===== src/rtl/cpu_fetch_decode_wb.sv =====
// Control stage around a 16-bit ALU: fetches over a req/ack handshake, decodes into
// registered ALU operands, then writes back results, flags and the instruction pointer.
module cpu_fetch_decode_wb #(
    parameter logic [15:0] RESET_IP = 16'h0000,
    parameter int          IMM_BITS = 5
) (
    input  logic        clk,
    input  logic        rst_n,
    output logic        imem_req,
    output logic [15:0] imem_addr,
    input  logic        imem_ack,
    input  logic [15:0] imem_rdata,
    output logic [15:0] alu_regA,
    output logic [15:0] alu_regB,
    output logic [15:0] alu_imm,
    output logic [15:0] alu_opcode,
    output logic [15:0] alu_IP,
    input  logic [15:0] alu_res,
    input  logic [15:0] alu_next_IP,
    input  logic        alu_n,
    input  logic        alu_z,
    input  logic        alu_p,
    output logic [2:0]  nzp,
    output logic        halted
);

    typedef enum logic [1:0] {FETCH, DECODE, EXEC, HALT} state_t;

    state_t      state;
    state_t      state_next;
    logic [15:0] ip;
    logic [15:0] ir;
    logic [15:0] regs [8];
    logic [2:0]  flags;
    logic        armed;

    logic [3:0]  opc;
    logic [2:0]  dst;
    logic [15:0] imm_ext;
    logic        br_taken;
    logic [15:0] br_target;
    logic        wb_en;
    logic        flag_en;
    logic [15:0] wb_data;
    logic [15:0] ip_next;

    assign opc       = ir[15:12];
    assign dst       = ir[11:9];
    assign imem_addr = ip;
    assign nzp       = flags;
    assign imm_ext   = {{(16-IMM_BITS){ir[IMM_BITS-1]}}, ir[IMM_BITS-1:0]};
    assign br_taken  = |(dst & flags);
    assign br_target = ip + 16'd1 + {{7{ir[8]}}, ir[8:0]};

    always_ff @(posedge clk or negedge rst_n) begin
        if (!rst_n) state <= FETCH;
        else        state <= state_next;
    end

    // armed keeps the request low for the first cycle out of reset so a stale ack is ignored
    always_comb begin
        state_next = state;
        imem_req   = 1'b0;
        case (state)
            FETCH: begin
                imem_req = armed;
                if (armed && imem_ack) state_next = DECODE;
            end
            DECODE: state_next = EXEC;
            EXEC:   state_next = (opc == 4'hF) ? HALT : FETCH;
            HALT:   state_next = HALT;
            default: state_next = FETCH;
        endcase
    end

    always_comb begin
        wb_en   = 1'b0;
        flag_en = 1'b0;
        wb_data = alu_res;
        ip_next = alu_next_IP;
        case (opc)
            4'h0, 4'h1, 4'h2, 4'h3, 4'h4, 4'h5, 4'h6, 4'h8, 4'h9: begin
                wb_en   = 1'b1;
                flag_en = 1'b1;
            end
            4'hA: flag_en = 1'b1;
            4'hB: begin
                wb_en   = 1'b1;
                wb_data = ir[8] ? alu_regB : {8'h00, ir[7:0]};
            end
            4'hC: ip_next = br_taken ? br_target : alu_next_IP;
            4'hF: ip_next = ip;
            default: ;
        endcase
    end

    // LD reg-to-reg uses alu_regB: it was loaded from R[IR[2:0]] in DECODE, before any write
    always_ff @(posedge clk or negedge rst_n) begin
        if (!rst_n) begin
            ip         <= RESET_IP;
            ir         <= '0;
            flags      <= 3'b010;
            armed      <= 1'b0;
            halted     <= 1'b0;
            alu_regA   <= '0;
            alu_regB   <= '0;
            alu_imm    <= '0;
            alu_opcode <= '0;
            alu_IP     <= '0;
            for (int i = 0; i < 8; i++) regs[i] <= '0;
        end else begin
            armed <= 1'b1;
            case (state)
                FETCH: begin
                    if (armed && imem_ack) ir <= imem_rdata;
                end
                DECODE: begin
                    alu_regA   <= regs[ir[11:9]];
                    alu_regB   <= regs[ir[2:0]];
                    alu_imm    <= imm_ext;
                    alu_opcode <= ir;
                    alu_IP     <= ip;
                end
                EXEC: begin
                    if (wb_en)   regs[dst] <= wb_data;
                    if (flag_en) flags <= {alu_n, alu_z, alu_p};
                    ip <= ip_next;
                    if (opc == 4'hF) halted <= 1'b1;
                end
                default: ;
            endcase
        end
    end

endmodule

===== config.mk =====
export PLATFORM = sky130hd
export DESIGN_NAME = cpu_fetch_decode_wb
export DESIGN_NICKNAME = d
export VERILOG_FILES = /design/src/rtl/cpu_fetch_decode_wb.sv
export SDC_FILE = /design/constraint.sdc
export NUM_CORES = 1
export LEC_CHECK = 0
export ABC_AREA = 1
export BUFFER_PORTS_ARGS = -buffer_cell sky130_fd_sc_hd__buf_4
export CELL_PAD_IN_SITES_DETAIL_PLACEMENT = 0
export CELL_PAD_IN_SITES_GLOBAL_PLACEMENT = 2
export CORE_MARGIN = 1.5
export CORE_UTILIZATION = 34
export CTS_CLUSTER_SIZE = 8
export DETAILED_ROUTE_END_ITERATION = 10
export GPL_ROUTABILITY_DRIVEN = 0
export HOLD_SLACK_MARGIN = 0.1
export PLACE_DENSITY_LB_ADDON = 0.2
export SETUP_SLACK_MARGIN = 0.2
export SYNTH_ARGS = -nofsm -noshare
export SYNTH_HDL_FRONTEND = slang
export SYNTH_SLANG_ARGS = --single-unit

===== constraint.sdc =====
create_clock -name clk -period 2.75 [get_ports clk]
set_clock_uncertainty 0.15 [all_clocks]
set_input_delay 0.275 -clock clk [delete_from_list [all_inputs] [get_ports clk]]
set_output_delay 0.275 -clock clk [all_outputs]
set_load 0.01 [all_outputs]

==> results of run 1 <==
stage by stage:
stage / area [sq um] / worst slack, ps / utilization (%) / total power, mW / std cells
after detailed placement: 13300 / 583 / 39.7 / 3.66 / 2066
final: 14700 / 577 / 43.8 / 7.53 / 2154
after CTS: 14700 / 573 / 43.8 / 7.65 / 2154
after floorplan: 11600 / 245 / - / 3.49 / 1516
after global routing: 14700 / 309 / 43.8 / 7.81 / 2154
after global placement: 13300 / 627 / 39.7 / 3.66 / 2066
worst max-delay path, stage by stage (launching register included):
cell and delay [ps]:
dfrtp_1 350, inv_1 70, ha_1 190, inv_1 100, fa_1 220, nand2_1 80, o21ai_0 410, nand2_1 110
nand2_1 90, xnor2_1 110, nand2_1 60, nand2_1 60, nand2_1 40
cell usage in the layout, fill, tap and decap left out, types with 2 or more instances in the layout:
cell type	synthesis	layout
nand2_1	439	439
o21ai_0	247	247
dfrtp_1	230	230
buf_4	16	205
nor2_1	134	132
nand3_1	93	93
inv_1	93	92
a21oi_1	52	52
o22ai_1	42	42
dlygate4sd3_1	0	41
clkbuf_16	0	37
ha_1	15	15
o211ai_1	12	12
a41oi_1	10	10
nor3_1	10	10
clkbuf_1	65	9
inv_2	5	6
a211oi_1	4	4
xor2_1	4	4
nand4_1	3	3
buf_12	0	3
a31oi_1	2	2
o21ai_1	2	2
xnor2_1	2	2
a22oi_1	2	2
registers in the layout, summed over array words and instances, names as in the netlist:
name        flops
alu_IP         16
alu_imm         4
alu_opcode     12
alu_regA       16
alu_regB       16
armed           1
halted          1
imem_addr      16
ir             16
nzp             3
regs          128
state           2
final timing paths:
kind / startpoint / to / slack, ps / depth (start not counted)
worst max-delay path: imem_addr[0]$_DFFE_PN0P_ / imem_addr[8]$_DFFE_PN0P_ / 580 / 12
worst min-delay path: alu_res[2] / regs[34]$_DFFE_PN0P_ / 110 / 4
worst max register to register: imem_addr[0]$_DFFE_PN0P_ / imem_addr[8]$_DFFE_PN0P_ / 580 / 12
worst min register to register: alu_IP[9]$_DFFE_PN0N_ / alu_IP[9]$_DFFE_PN0N_ / 320 / 2
max in group asynchronous: rst_n / regs[108]$_DFFE_PN0P_ / 1400 / 3
min in group asynchronous: rst_n / alu_opcode[12]$_DFFE_PN0N_ / 180 / 2
per-layer routing:
layer  routed length, um  up-vias  part of all wire, %  GRT usage (%)
li1                    -     5346                    -              -
met4                 738        0                  1.8           5.72
met1               18700     5252                   47           32.3
met3                2060       56                  5.1           3.41
met5                   0        -                    0              0
met2               18600      331                   46           37.4
power by group:
group,leakage [nW],switching [mW],internal [mW]
Sequential,2.05,0.000181,3.41
Combinational,4.46,0.130,0.110
Clock,0.471,1.48,2.40
cell families (layout without fill, tap and decap cells):
| family | after synthesis | after routing | share of synthesized area [%] |
|---|---|---|---|
| and+or+nand+nor | 681 | 681 | 23.2 |
| AOI/OAI and AO/OA | 376 | 376 | 17.5 |
| DFF | 231 | 231 | 49.7 |
| buffers and inverters | 205 | 395 | 7.36 |
| adders and majority gates | 16 | 16 | 1.78 |
| xor gates and xnor gates | 6 | 6 | 0.451 |
| other | 1 | 1 | 0.0322 |
area by class of cell:
cell class / instances / area [sq um] / area share, %
inverters: 98 / 368 / 2.50
well taps: 448 / 561 / 3.81
repair buffers: 250 / 2020 / 13.7
flip-flops and latches: 231 / 5780 / 39.3
multi-input cells: 1080 / 5020 / 34.1
clock inverters: 1 / 8.76 / 0.0595
clock buffers: 46 / 960 / 6.52
what timing repair did:
action,4_1_cts,5_1_grt
setup buffers,0,0
hold buffers,41,0
hold endpoints to repair,186,0
==> results.json, run 1 <==
{
  "syn_area_sq_um": 11600,
  "die_y_um": 188,
  "worstPathArrival_ps": 2410,
  "antenna_cells": 0,
  "synth_commonest_cells": "nand2_1 (439), o21ai_0 (247), dfrtp_1 (230), nor2_1 (134)",
  "synth_ff_type": "dfrtp_1",
  "tightest_slew_ps": 911,
  "avgSynthCellArea_sq_um": 7.68,
  "layout_worst_path_cycle_share_pct": 79.0,
  "finalMaxSlewViolations": 0,
  "fin_crit_ps": 2170,
  "endpoint_kind": "register",
  "n_fill_cell": 3406,
  "ant_nets": 0,
  "ctsResizeCount": 0,
  "wl_um": 40000,
  "slew_headroom_pct": 39.2,
  "finalHoldWorstSlack_ps": 115,
  "port_buffers": 154,
  "dieArea_sq_um": 35400,
  "p_leak_nw": 6.97,
  "cp.required_ps": 2990,
  "wire_per_inst_um": 18.6,
  "synth.distinct_cells": 32,
  "cts_tree": "yes",
  "synth_top_area_share_pct": 49.4,
  "syn_inst": 1516,
  "rsz0062_at_grt": "no",
  "clock_path_buffers": 3,
  "drive_gt1_share_pct": 15.2,
  "core_sq_um": 33600,
  "synth_top_cell_by_area": "dfrtp_1",
  "setup_tns_ps": 0,
  "grt_pass1_vias": 10930,
  "start_util_pct": 34.6,
  "finalHoldViolCount": 0,
  "cts_num_sinks": 231,
  "synth-seq-cells": 231,
  "final_nets": 1766,
  "critPathKind": "reg -> reg",
  "synth_warnings": 0,
  "cts_buffers": 35,
  "h-tree-depth": 2,
  "setup_viol": 0,
  "clk_latency_ps": 510,
  "min_path_type": "in -> reg",
  "async_reset_ff_share_pct": 100,
  "antenna_found_initial": 0,
  "fmax_ghz": 0.460,
  "dp.final_hpwl_um": 26200,
  "synthTopCellsByArea": "dfrtp_1 (49%), nand2_1 (14%), o21ai_0 (11%)",
  "viasPerCell": 5.10,
  "status": "completed",
  "clock-root-buffer": "clkbuf_16",
  "p_per_area_nw_per_um2": 511,
  "grt_start_max_net_pins": 74,
  "ios": 155,
  "start_kind": "register",
  "syn_to_final_growth_pct": 26.5,
  "vias": 10985,
  "crit_fanout": 4,
  "synth_most_common_cell": "nand2_1",
  "maxCapViolations": 0,
  "grt_first_pass_wirelength_um": 63800,
  "drt_iter0_markers": 761,
  "drc": 0,
  "grt_overflow": 0,
  "grt_util_all_layers_pct": 23.1,
  "rows": 67,
  "syn-num-nets": 1586,
  "peakVddDrop_uv": 405,
  "synth-edff-count": 0,
  "seq_area_frac_synth_pct": 49.7,
  "die_w_um": 188,
  "clkTransAtPathRegs_ps": 50,
  "dr.pass1.iters": 6
}
Note: power is estimated with default switching activity, not from simulation.
==> inputs of run 2 (changes only) <==
- clock period: 2.75 -> 2.2 ns (I/O delays scaled with it)
==> run 2 against run 1 <==
  * Die area stayed put
  * Cell count rose by 0.51%
  * Sequential power rose by 25%
  * Cell area rose by 2.8%
  * Power increased by 24%
  * Clock power up 22%
  * Setup slack got worse by 340 ps
  * Hold slack worse by 38 ps
  * Critical endpoint is now regs[112]$_DFFE_PN0P_
  * Critical path depth shrank 6
==> results.json, run 2 (synthesis gave the netlist of run 1 again) <==
{
  "status": "completed",
  "die_y_um": 188,
  "wl_um": 41100,
  "r2r_slack_ps": 230,
  "slowest_delay_ps": 610,
  "timing.rr.end": "regs[112]$_DFFE_PN0P_",
  "r2r_cells": 6,
  "dieArea_sq_um": 35400,
  "fin_util_pct": 45.0,
  "cts_num_sinks": 231,
  "finalMaxSlewViolations": 0,
  "syn_to_final_growth_pct": 30.0,
  "ios": 155,
  "drt_iter0_markers": 726,
  "peakVddDrop_uv": 395,
  "dp.final_hpwl_um": 26000,
  "grt_overflow": 0,
  "p_switching_mw": 2.06,
  "grt_util_all_layers_pct": 23.2,
  "vias": 10989,
  "fmax_ghz": 0.509,
  "final_common_cell": "nand2_1",
  "port_buffers": 154,
  "rows": 67,
  "wire_per_inst_um": 19.0,
  "slew_headroom_pct": 47.2,
  "worstPathArrival_ps": 2180,
  "start_kind": "register",
  "rsz0062_at_grt": "yes",
  "setup_slack_ps": 234,
  "path_cells": "inv_2, buf_4, o211ai_1, o21ai_0, buf_4, o21ai_0",
  "clk_latency_ps": 500,
  "pre_cts_slack_ps": 131,
  "ant_nets": 0,
  "p_leak_nw": 7.06,
  "antenna_found_initial": 0,
  "internal_power_mw": 7.24,
  "crit_end": "regs[112]$_DFFE_PN0P_",
  "comb_power_share_pct": 3.3,
  "finalHoldViolCount": 0,
  "dr.pass1.iters": 5,
  "min_path_type": "in -> reg",
  "clock_path_buffers": 3,
  "drc": 0,
  "tightest_slew_ps": 791,
  "h-tree-depth": 2,
  "endpoint_kind": "register",
  "r2r_start": "ir[0]$_DFFE_PN0P_",
  "layout_common_cells": "nand2_1 (430), o21ai_0 (240), dfrtp_1 (229)",
  "viasPerCell": 5.08,
  "swShare_pct": 22.1,
  "drive_gt1_share_pct": 18.1,
  "grt_first_pass_wirelength_um": 63700,
  "setup_tns_ps": 0,
  "maxCapViolations": 0,
  "finalHoldWorstSlack_ps": 76.7,
  "clock-root-buffer": "clkbuf_16",
  "power_frac_clock_pct": 50.9,
  "final_nets": 1779,
  "p_per_area_nw_per_um2": 615,
  "core_sq_um": 33600,
  "setup_viol": 0,
  "crit_fanout": 67,
  "grt_pass1_vias": 10809,
  "layout_worst_path_cycle_share_pct": 89.4,
  "largest_register_ffs": 128,
  "die_w_um": 188,
  "grt_start_max_net_pins": 68,
  "critPathLaunch": "ir[0]$_DFFE_PN0P_",
  "critPathKind": "reg -> reg",
  "top_register": "regs",
  "clkTransAtPathRegs_ps": 50,
  "fin_crit_ps": 1970,
  "cts_buffers": 34,
  "start_util_pct": 34.6,
  "antenna_cells": 0,
  "cts_tree": "yes",
  "cp.required_ps": 2420,
  "crit_slowest_cell": "buf_4",
  "power_frac_seq_pct": 45.7
}
## run 2: changes by cell type in the layout (fill, tap and decap cells not counted), sizes merged
cell         change
buf             +10
clkbuf           -2
clkinv           -1
clkinvlp         +1
dlygate4sd3      +3
## run 2: what timing repair did
action | in CTS | in global routing
gates resized for setup | 6 | 47
pin swaps | 0 | 8
cloned | 0 | 1
hold buffers | 41 | 3
setup buffers | 0 | 4
endpoints found under the setup margin | 7 | 123
hold endpoints to repair | 290 | 23
## run 2: through the flow
step           total power, mW  std cells  area (sq um)
4_1_cts                   9.42       2157         14900
2_1_floorplan             4.36       1516         11700
5_1_grt                   9.62       2165         15100
3_3_place_gp              4.58       2072         13500
3_5_place_dp              4.58       2072         13500
6_report                  9.30       2165         15100
## run 2: worst min path at each step
stage                from                         end  slack (ps)  cells past startpoint
2_1_floorplan       rst_n       alu_IP[0]$_DFFE_PN0N_        -230                      0
3_3_place_gp        rst_n  alu_opcode[13]$_DFFE_PN0N_          80                      1
3_5_place_dp        rst_n  alu_opcode[13]$_DFFE_PN0N_          90                      1
4_1_cts        alu_res[9]        regs[57]$_DFFE_PN0P_         100                      5
5_1_grt        alu_res[2]        regs[82]$_DFFE_PN0P_         100                      3
6_report       alu_res[2]        regs[98]$_DFFE_PN0P_          80                      3
## run 2: power by group through the flow
| stage | clock (mW) | sequential (mW) | combinational (mW) |
|---|---|---|---|
| finish | 4.74 | 4.26 | 0.308 |
| global route | 5.02 | 4.25 | 0.344 |
| CTS | 4.85 | 4.26 | 0.310 |
| detailed placement | 0 | 4.33 | 0.250 |
| global placement | 0 | 4.33 | 0.250 |
| floorplan | 0 | 4.33 | 0.0312 |
## run 2: metal layers
layer / track usage (%) / part of all wire [%]
met1: 32.0 / 46
met2: 38.1 / 46
met3: 2.86 / 5.2
met4: 6.74 / 2.2
met5: 0 / 0
## run 2: cell type report
type | instances | area (sq um)
Clock buffer | 43 | 906
Clock inverter | 1 | 8.76
Fill cell | 3492 | 18500
Inverter | 98 | 374
Multi-Input combinational cell | 1080 | 5220
Sequential cell | 231 | 5780
Tap cell | 448 | 561
Timing Repair Buffer | 264 | 2280
## run 2: critical path: cells and delay by family (launching register included)
| kind | cells | cell delay [ps] |
|---|---|---|
| buffers and inverters | 3 | 890 |
| flip-flops | 1 | 390 |
| AO/OA/AOI/OAI | 3 | 360 |
==> inputs of run 3 (changes only) <==
- ABC_AREA: 1 -> 0
- CORE_UTILIZATION: 34 -> 39
==> run 3 against run 2 <==
  * The run now ends with setup timing left
  * Routed wire length fell by 10%
  * Setup slack got worse by 400 ps
  * Clock power fell by 1%
  * Die area fell by 13%
  * First-iteration DRC count fell by 19%
  * Maximum frequency fell by 17%
  * Cell count fell by 20%
  * Sequential cell count did not move
==> results.json, run 3 <==
{
  "status": "complete, but fails checks",
  "failed_checks": "setup timing",
  "p_per_area_nw_per_um2": 1600,
  "peakVddDrop_uv": 732,
  "drc": 0,
  "slew_headroom_pct": 52.5,
  "endpoint_kind": "register",
  "setup_tns_ps": -9310,
  "critPathKind": "reg -> reg",
  "die_w_um": 176,
  "final_nets": 1406,
  "start_kind": "register",
  "maxCapViolations": 0,
  "tightest_slew_ps": 712,
  "wire_per_inst_um": 21.3,
  "ios": 155,
  "synth_ff_type": "dfrtp_1",
  "rsz0062_at_grt": "yes",
  "dp.final_hpwl_um": 21800,
  "grt_start_max_net_pins": 49,
  "avgSynthCellArea_sq_um": 11.4,
  "min_path_type": "reg -> reg",
  "start_util_pct": 40.0,
  "syn-num-nets": 1085,
  "grt_util_all_layers_pct": 23.2,
  "fin_crit_ps": 2360,
  "path_cells": "mux2_4, a221oi_4, buf_4, nand2_4, nor3b_4, buf_6, buf_16, mux2_4",
  "viasPerCell": 5.47,
  "synth_commonest_cells": "dfrtp_1 (230), nand2_1 (149), o21ai_0 (141), mux4_2 (64), mux2_2 (62)",
  "pre_cts_slack_ps": -272,
  "rows": 62,
  "drive_gt1_share_pct": 54.1,
  "final_common_cell": "dfrtp_1",
  "grt_first_pass_wirelength_um": 54900,
  "worstPathArrival_ps": 2600,
  "top_register": "regs",
  "antenna_cells": 0,
  "grt_overflow": 0,
  "instances_no_fill": 1729,
  "cts_num_sinks": 231,
  "final_cell_area_sq_um": 17800,
  "finalHoldViolCount": 0,
  "synth_warnings": 0,
  "dieArea_sq_um": 30800,
  "synth_most_common_cell": "dfrtp_1",
  "clk_latency_ps": 500,
  "finalPower_mw": 28.4,
  "layout_common_cells": "dfrtp_1 (225), buf_4 (221), nand2_1 (81)",
  "drt_iter0_markers": 585,
  "async_reset_ff_share_pct": 100,
  "cp.required_ps": 2430,
  "crit_slowest_cell": "dfrtp_1",
  "die_y_um": 176,
  "antenna_found_initial": 0,
  "core_sq_um": 29000,
  "finalMaxSlewViolations": 0,
  "port_buffers": 154,
  "cts_buffers": 34,
  "place_inst": 1567,
  "syn_area_sq_um": 11600,
  "synth_top_area_share_pct": 49.6,
  "post_dp_cell_area_sq_um": 14000,
  "fin_util_pct": 61.3,
  "fmax_ghz": 0.423,
  "largest_register_ffs": 128,
  "finalHoldWorstSlack_ps": 324,
  "seq_area_frac_synth_pct": 49.8,
  "clock-root-buffer": "clkbuf_16",
  "clock_path_buffers": 3,
  "synth.distinct_cells": 57,
  "synthTopCellsByArea": "dfrtp_1 (50%), mux4_2 (12%), o21ai_0 (6.1%)",
  "wl_um": 36800,
  "syn_inst": 1015,
  "cp_common_cell": "mux2_4",
  "cts_tree": "yes",
  "setup_slack_ps": -162,
  "crit_fanout": 4,
  "slowest_delay_ps": 400,
  "synth-edff-count": 0,
  "synth_top_cell_by_area": "dfrtp_1",
  "synth-seq-cells": 231,
  "grt_pass1_vias": 9289,
  "p_leak_nw": 7.74,
  "dr.pass1.iters": 5,
  "ant_nets": 0,
  "h-tree-depth": 2,
  "vias": 9458,
  "layout_worst_path_cycle_share_pct": 107,
  "clkTransAtPathRegs_ps": 50,
  "syn_to_final_growth_pct": 53.1,
  "setup_viol": 106
}
[run 3: layer usage]
| layer | track usage [%] | part of all wire (%) | vias to the layer above |
|---|---|---|---|
| met2 | 37.5 | 48 | 250 |
| li1 | - | - | 4332 |
| met4 | 6.55 | 1.9 | 0 |
| met5 | 0 | 0 | - |
| met1 | 32.1 | 45 | 4835 |
| met3 | 4.18 | 4.6 | 41 |
[run 3: final cells by class]
| class | count | area (sq um) |
|---|---|---|
| Clock buffer | 44 | 910 |
| Multi-Input combinational cell | 695 | 6750 |
| Tap cell | 384 | 480 |
| Fill cell | 2336 | 11200 |
| Timing Repair Buffer | 370 | 3820 |
| Sequential cell | 231 | 5790 |
| Clock inverter | 1 | 8.76 |
| Inverter | 4 | 20.0 |
[run 3: report_power, final]
part / total (mW) / leakage, nW / switching, mW / internal [mW]
Sequential: 8.30 / 2.66 / 1.99 / 6.31
Combinational: 15.4 / 4.64 / 6.92 / 8.48
Clock: 4.69 / 0.446 / 1.84 / 2.85
[run 3: logic make-up (layout without fill, tap and decap cells)]
| kind of cell | Yosys count | in the layout | synth area share [%] |
|---|---|---|---|
| AO/OA/AOI/OAI | 227 | 227 | 10.8 |
| XOR/XNOR | 5 | 5 | 0.377 |
| adder cells (fa/ha/maj) | 16 | 16 | 1.79 |
| buffers and inverters | 89 | 419 | 3.70 |
| flip-flops | 231 | 231 | 49.8 |
| multiplexers | 180 | 180 | 23.2 |
| other | 1 | 1 | 0.0323 |
| AND/OR/NAND/NOR | 266 | 266 | 10.3 |
[run 3: path summary, 6_finish.rpt]
| kind | from | to | slack [ps] | cells after the start |
|---|---|---|---|---|
| worst max-delay path | ir[12]$_DFFE_PN0P_ | regs[64]$_DFFE_PN0P_ | -160 | 8 |
| worst min-delay path | alu_regA[4]$_DFFE_PN0N_ | alu_regA[4]$_DFFE_PN0N_ | 320 | 2 |
| worst max register to register | ir[12]$_DFFE_PN0P_ | regs[64]$_DFFE_PN0P_ | -160 | 8 |
| worst min register to register | alu_regA[4]$_DFFE_PN0N_ | alu_regA[4]$_DFFE_PN0N_ | 320 | 2 |
| max in group asynchronous | rst_n | alu_IP[9]$_DFFE_PN0N_ | 310 | 4 |
| min in group asynchronous | rst_n | imem_addr[12]$_DFFE_PN0P_ | 630 | 3 |
[run 3: timing repair]
action | CTS | global route
buffers inserted | 26 | 17
pin swaps | 49 | 53
gates resized for setup | 169 | 257
endpoints found under the setup margin | 136 | 161
endpoints found under the hold margin | 384 | 0
gates cloned | 11 | 8
hold buffers | 55 | 0
[run 3: worst max-delay path: cells and delay by family, from the launching register on]
kind	cells	cell delay [ps]
compound gates	1	300
buf+inv	3	460
flops	1	400
mux	2	620
simple gates	2	310
